==> config.mk <==
export PLATFORM = sky130hd
export DESIGN_NAME = reorder_buffer
export DESIGN_NICKNAME = d
export VERILOG_FILES = /design/src/rtl/reorder_buffer.sv
export SDC_FILE = /design/constraint.sdc
export NUM_CORES = 2
export LEC_CHECK = 0
export CAP_MARGIN = 15
export CORE_MARGIN = 8
export CORE_UTILIZATION = 40
export DETAILED_ROUTE_END_ITERATION = 7
export SLEW_MARGIN = 10
export SYNTH_ARGS = -nofsm -noshare
export SYNTH_HDL_FRONTEND = slang
export SYNTH_SLANG_ARGS = --single-unit
==> constraint.sdc <==
create_clock -name clk -period 2.8 [get_ports clk]
set_input_delay 0.28 -clock clk [delete_from_list [all_inputs] [get_ports clk]]
set_output_delay 0.28 -clock clk [all_outputs]
set_load 0.02 [all_outputs]
==> src/rtl/reorder_buffer.sv <==
// reorder_buffer: circular in-order completion buffer with CDB writeback, retire and flush
package rob_pkg;
    typedef logic [31:0] MemoryWord;
    typedef struct packed {
        logic      valid;
        logic      ready;
        logic [7:0] tag;
        logic [4:0] rd;
        logic [7:0] ctrl_bits;
        MemoryWord value;
    } rob_entry;
endpackage

module reorder_buffer
    import rob_pkg::*;
#(
    parameter int DEPTH = 16,
    parameter int TAG_W = $clog2(DEPTH)
) (
    input  logic             clk,
    input  logic             reset,
    input  logic             alloc_valid,
    input  rob_entry         alloc_entry,
    output logic [TAG_W-1:0] alloc_tag,
    output logic             full,
    output logic             empty,
    output logic [TAG_W:0]   count,
    input  logic             cdb_valid,
    input  logic [TAG_W-1:0] cdb_tag,
    input  MemoryWord        cdb_value,
    output rob_entry         rob_head,
    input  logic             rob_decrement,
    input  logic             flush
);
    rob_entry         slots [DEPTH];
    logic [TAG_W-1:0] head, tail;
    logic             do_alloc, do_ret;

    always_comb begin
        full      = count == (TAG_W+1)'(DEPTH);
        empty     = count == '0;
        alloc_tag = tail;
        do_alloc  = alloc_valid && !full;
        do_ret    = rob_decrement && !empty;
        rob_head  = empty ? '0 : slots[head];
    end

    always_ff @(posedge clk) begin
        if (reset || flush) begin
            head  <= '0;
            tail  <= '0;
            count <= '0;
            slots <= '{default: '0};
        end else begin
            for (int i = 0; i < DEPTH; i++) begin
                if (cdb_valid && cdb_tag == TAG_W'(i) && slots[i].valid) begin
                    slots[i].ready <= 1'b1;
                    slots[i].value <= cdb_value;
                end
                if (do_ret && head == TAG_W'(i)) begin
                    slots[i].valid <= 1'b0;
                    slots[i].ready <= 1'b0;
                end
                if (do_alloc && tail == TAG_W'(i))
                    slots[i] <= '{valid: 1'b1, ready: 1'b0, tag: 8'(tail), rd: alloc_entry.rd,
                                  ctrl_bits: alloc_entry.ctrl_bits, value: '0};
            end
            head  <= head + TAG_W'(do_ret);
            tail  <= tail + TAG_W'(do_alloc);
            count <= count + (TAG_W+1)'(do_alloc) - (TAG_W+1)'(do_ret);
        end
    end
endmodule
Word-level counts from Yosys, hierarchy flattened
Cells that the tools add are included.

storage, ports and cells
  bits in registers = 829
  input port bits = 97
  output and inout bits = 66
  logic and storage cells = 340

operators by class
  add/sub/neg operators = 4
  magnitude comparators = 1
  equality and inequality tests = 46
  multiplexer cells = 68
  bitwise logic cells = 1
  reduce and logical (&&, ||, !) cells = 121

operators with widths
  kind                  number
  $mux W55              19
  $mux W32              16
  $bmux W55 S4          1
  $eq A4 B4 Y1 const B  24
  $logic_and A1 B1 Y1   66
  $eq A4 B3 Y1 const B  12
  $reduce_or A3 Y1      16
  $mux W2               16
  $reduce_bool A2 Y1    16
  $reduce_or A2 Y1      16
  $eq A4 B2 Y1 const B  6
  $mux W1               16
  $eq A4 B1 Y1 const B  3
  $logic_not A4 Y1      3
  $add A4 B1 Y4         2
  $add A5 B1 Y5         1
  $eq A5 B5 Y1 const B  1
  $ge A5 B5 Y1 const B  1
  $logic_not A5 Y1      1
  $not A4 Y5            1
  $sub A5 B1 Y5         1
  $logic_not A1 Y1      2
  $logic_or A1 B1 Y1    1

Logic depth before layout (Yosys ltp)
  depth in word-level cells = 6
  mapped depth = 14
  depth with buffers taken out = 12

Least setup slack after synthesis
Ideal clock, no wire load.

  path type = register -> register
  from = reg count[3]
  to = reg count[4]
  library setup time = 0.070 ns
  arrival time = 2.911 ns
  data required time = 2.730 ns
  path slack = -0.182 ns
  cell stages (with the launch flop) = 14
  path buffers = 1
  clock period less this slack = 2.982 ns
  cells stage by stage = dfxtp_1 > inv_1 > ha_1 > or4b_1 > buf_2 > and2_1 > ha_1 > inv_1 > ha_1 > fa_1 > a21oi_1 > nor2_1 > or3_1 > a21oi_1

on the way
  word-level cells in the longest chain between the ends = 5
  elaborated cells between the ends (all ways) = 8
  classes of those cells = add/sub: 2; eq/ne: 1; reduce/logical: 5

ends and longest elaborated chain
  what                      RTL line  text
  start: declaration        27        output logic [TAG_W:0] count,
  start signal: assignment  70        count <= count + (TAG_W+1)'(do_alloc) - (TAG_W+1)'(do_ret);
  $eq A5 B5 Y1              40        full = count == (TAG_W+1)'(DEPTH);
  $logic_not A1 Y1          43        do_alloc = alloc_valid && !full;
  $logic_and A1 B1 Y1       43
  $add A5 B1 Y5             70
  $sub A5 B1 Y5 (*)         70

Every way passes the cells marked *; elsewhere a longest branch is shown, timed or not.
A chain may end at the register's enable or synchronous reset.

==> results.md <==
* WP data required at 2520 ps
* Total grt overflow at 0
* Worst reg2reg endpoint: count[4]
* Final count of negative-setup-slack endpoints at 52
* Worst slew margin relative to its limit at 45.3%
* Post-Place Setup Slack at -599 ps
* Per-cell via count in the routed design at 5.60
* Top_reg_cell synth: sky130_fd_sc_hd__dfxtp_1
* Syn Inst Count at 3863
* Cts-stage hold buffer count at 0
* Kind of path behind the tightest hold check: reg2reg
* Vertical die dimension at 310 um
* Initial Util at 40.1%
* Post-synth EDFFs at 0
* Critical Setup Path Class: reg2out
* Reg2Reg Launch Point: count[3]
* Unrepaired setup endpoints after global routing: yes
* First-pass detailed-route iteration total at 6
* Initial DRC Count at 2829
* Worst VDD drop at 0.727 mV
* Worst path arrival time at 2790 ps
* Proportion of power drawn by combinational gates at 15.2%
* Clock Pin Slew Worst Setup and Hold Paths at 60 ps
* Ratio of total power to cell area at 703 mW/mm2
* Largest net degree at the start of global routing at 95
* Worst-path maximum fanout at 7
* Clock Tree Root: sky130_fd_sc_hd__clkbuf_16
* Placed wire-length estimate after detailed placement at 67600 um
* Met3 WL post-DR at 8480 um
* Type of element capturing the critical path: primary output
* Max Clock Freq at 326 MHz
* Warnings, synthesis at 0
* Proportion of layout cells with a drive suffix above 1 at 18.1%
* Sw frac at 26.4%
* Internal cell power at 21.4 mW
* Total length of routed met2 wires at 53700 um
* CTS H-tree lvls at 3
* Hold Violations, Final at 0
* Max Used Layer: met5
* Width of the die at 310 um
* Final wirelength at 114000 um
* Max cap viols at 0
* CTS tree: yes
* Clock network power share at 43.8%
* Register area share after synthesis at 48.0%
* Post-Syn Area per Cell at 8.95 um2
* Hold Path Cell Cnt at 2
* Floorplan Core Area at 0.0862 mm2
* Global-route wire length before repair at 170000 um
* Gr usage total at 23.0%
* Cell leakage power at 13.1 nW
* Final weighted congestion of routability-driven global placement at 0.804
* Setup tns final at -10060 ps
* Final period util at 110%
* Number of global-route vias before repair at 27200
* Worst clock skew at 44.1 ps
* Sink of the worst hold path: slots[323]
* Slew @ Worst Pin at 818 ps
* Met1 wire length at 48100 um
* Vias after detailed routing at 28500
* Final setup margin at -269 ps
* Antenna Violating Nets Remaining at 0
* Area growth from synthesis to layout at 19.6%
* Number of synthesized register bits at 829
* Result of the run: finished, violations left
* Net Sw Power at 7.66 mW
* Routed WL per cell at 22.3 um
* Number of buffers added by the clock tree synthesis step at 89
* Worst R2R Setup Slack at -170 ps
* Violations in the final reports: negative setup slack
* Port bufs at 116
* Count of different cell masters after synthesis at 40
* Post-layout net count at 3968
* Ports placed on the boundary at 163
* Row count at 108
* Clock sinks at 829
* Total die area at 0.0961 mm2
* Fraction of power consumed by sequential logic at 41.0%
* Skew-Pair Late Insertion Delay at 660 ps
* Number of pins with negative max-slew slack in the final report at 0
* Synth Cell Area at 0.0346 mm2
* Clock Tree Buf Depth at 3
* Number of antenna violations at the first check in global routing at 5
* Type of element launching the critical path: flop
* Logic depth of the worst register-to-register path at 14
* Hold wc startpoint: slots[323]
* Final-layout fill cell count at 8057
* Min Clock Period, post-route at 3070 ps
* Residual DRC count at 0
* Tot Pwr at 29.0 mW
* Asr flop ratio synth at 0%
worst max-delay path, stage by stage, from the launching register on:
cell                      delay (ps)
sky130_fd_sc_hd__dfxtp_4         350
sky130_fd_sc_hd__inv_4            60
sky130_fd_sc_hd__ha_4            120
sky130_fd_sc_hd__or4b_4          490
sky130_fd_sc_hd__buf_6           150
sky130_fd_sc_hd__and3_4          220
sky130_fd_sc_hd__buf_12          170
sky130_fd_sc_hd__buf_8           130
sky130_fd_sc_hd__a22oi_2         160
sky130_fd_sc_hd__o21ai_2         120
sky130_fd_sc_hd__buf_6           150
placed cells by master, fill, tap and decap left out, drive strengths merged, types with 5 or more instances in the layout:
master         Yosys  layout
a22oi             51      51
o21ai            272     272
nand4              5       5
nand2           1059    1059
clkbuf           274     131
a21oi            559     559
ha                10      10
nor3               8       8
buf              130     239
and2               8       8
mux2i             51      51
clkinv             0      14
mux4             204     204
dfxtp            829     829
clkdlybuf4s50      0      64
nand3            239     239
inv               40      47
nor2              27      27
o22ai             16      16
and3              51      51
bufinv             0      13
cells by family after synthesis:
kind of cell	share of synthesized area, %
other cells	0.0109
fa+ha+maj	0.420
xor+xnor	0.177
buf+inv	5.40
compound gates	14.2
flops	48.0
simple gates	17.0
mux	14.8
Yosys cell counts (all sizes together) (5+ instances only):
master / number / share of area, %
a22oi: 51 / 1.8
nand3: 239 / 3.5
buf: 130 / 2.0
a21oi: 559 / 8.1
inv: 40 / 0.43
dfxtp: 829 / 48
clkbuf: 274 / 3.0
mux2i: 51 / 1.5
ha: 10 / 0.36
o22ai: 16 / 0.29
nand4: 5 / 0.091
and2: 8 / 0.14
nor2: 27 / 0.30
and3: 51 / 0.94
nand2: 1059 / 12
nor3: 8 / 0.12
mux4: 204 / 13
o21ai: 272 / 3.9
flip-flops by register name, summed over array words and instances, names as in the netlist:
signal     cells
head           4
count          5
alloc_tag      4
slots        816
final cells by class:
type | count | area [um2] | share of cell area (%)
Antenna cell | 4 | 10.0 | 0.0242
Clock inverter | 37 | 654 | 1.58
Inverter | 40 | 158 | 0.382
Clock buffer | 130 | 2530 | 6.13
Sequential cell | 829 | 16600 | 40.2
Multi-Input combinational cell | 2593 | 16400 | 39.8
Tap cell | 1155 | 1450 | 3.50
Timing Repair Buffer | 307 | 3470 | 8.41
worst max path at each step:
stage               startpoint      endpoint  slack, ps
detailed placement    count[2]  rob_head[21]       -600
floorplan             count[2]      count[4]          6
global placement      count[2]  rob_head[21]       -510
global route          count[3]  rob_head[53]       -350
CTS                   count[3]  rob_head[30]       -290
finish                count[3]  rob_head[30]       -270
power by group through the flow:
stage	clock network, mW	logic, mW	registers (mW)
6_report	12.7	4.42	11.9
3_5_place_dp	0	2.81	12.2
5_1_grt	13.4	4.64	11.9
4_1_cts	12.9	3.94	11.9
3_3_place_gp	0	2.81	12.2
2_1_floorplan	0	1.47	12.2
per-layer routing:
metal / GRT usage, % / vias to the layer above
met5: 0 / -
li1: - / 13300
met4: 8.41 / 2
met2: 37.4 / 1074
met1: 30.3 / 13900
met3: 4.57 / 215
stage by stage:
| stage | std cells | util [%] | hold slack, ps | instance area, um2 |
|---|---|---|---|---|
| 6_report | 5095 | 47.9 | 447 | 41300 |
| 5_1_grt | 5093 | 47.9 | 454 | 41300 |
| 2_1_floorplan | 3866 | - | 422 | 34600 |
| 3_3_place_gp | 4881 | 43.2 | 429 | 37300 |
| 4_1_cts | 5070 | 47.5 | 447 | 40900 |
| 3_5_place_dp | 4881 | 43.2 | 437 | 37300 |
timing repair:
action,4_1_cts,5_1_grt
endpoints found under the setup margin,53,53
setup buffers,16,20
pin swaps,14,22
gates resized for setup,262,57
cloned,6,1
(Power assumes the default switching activity.)
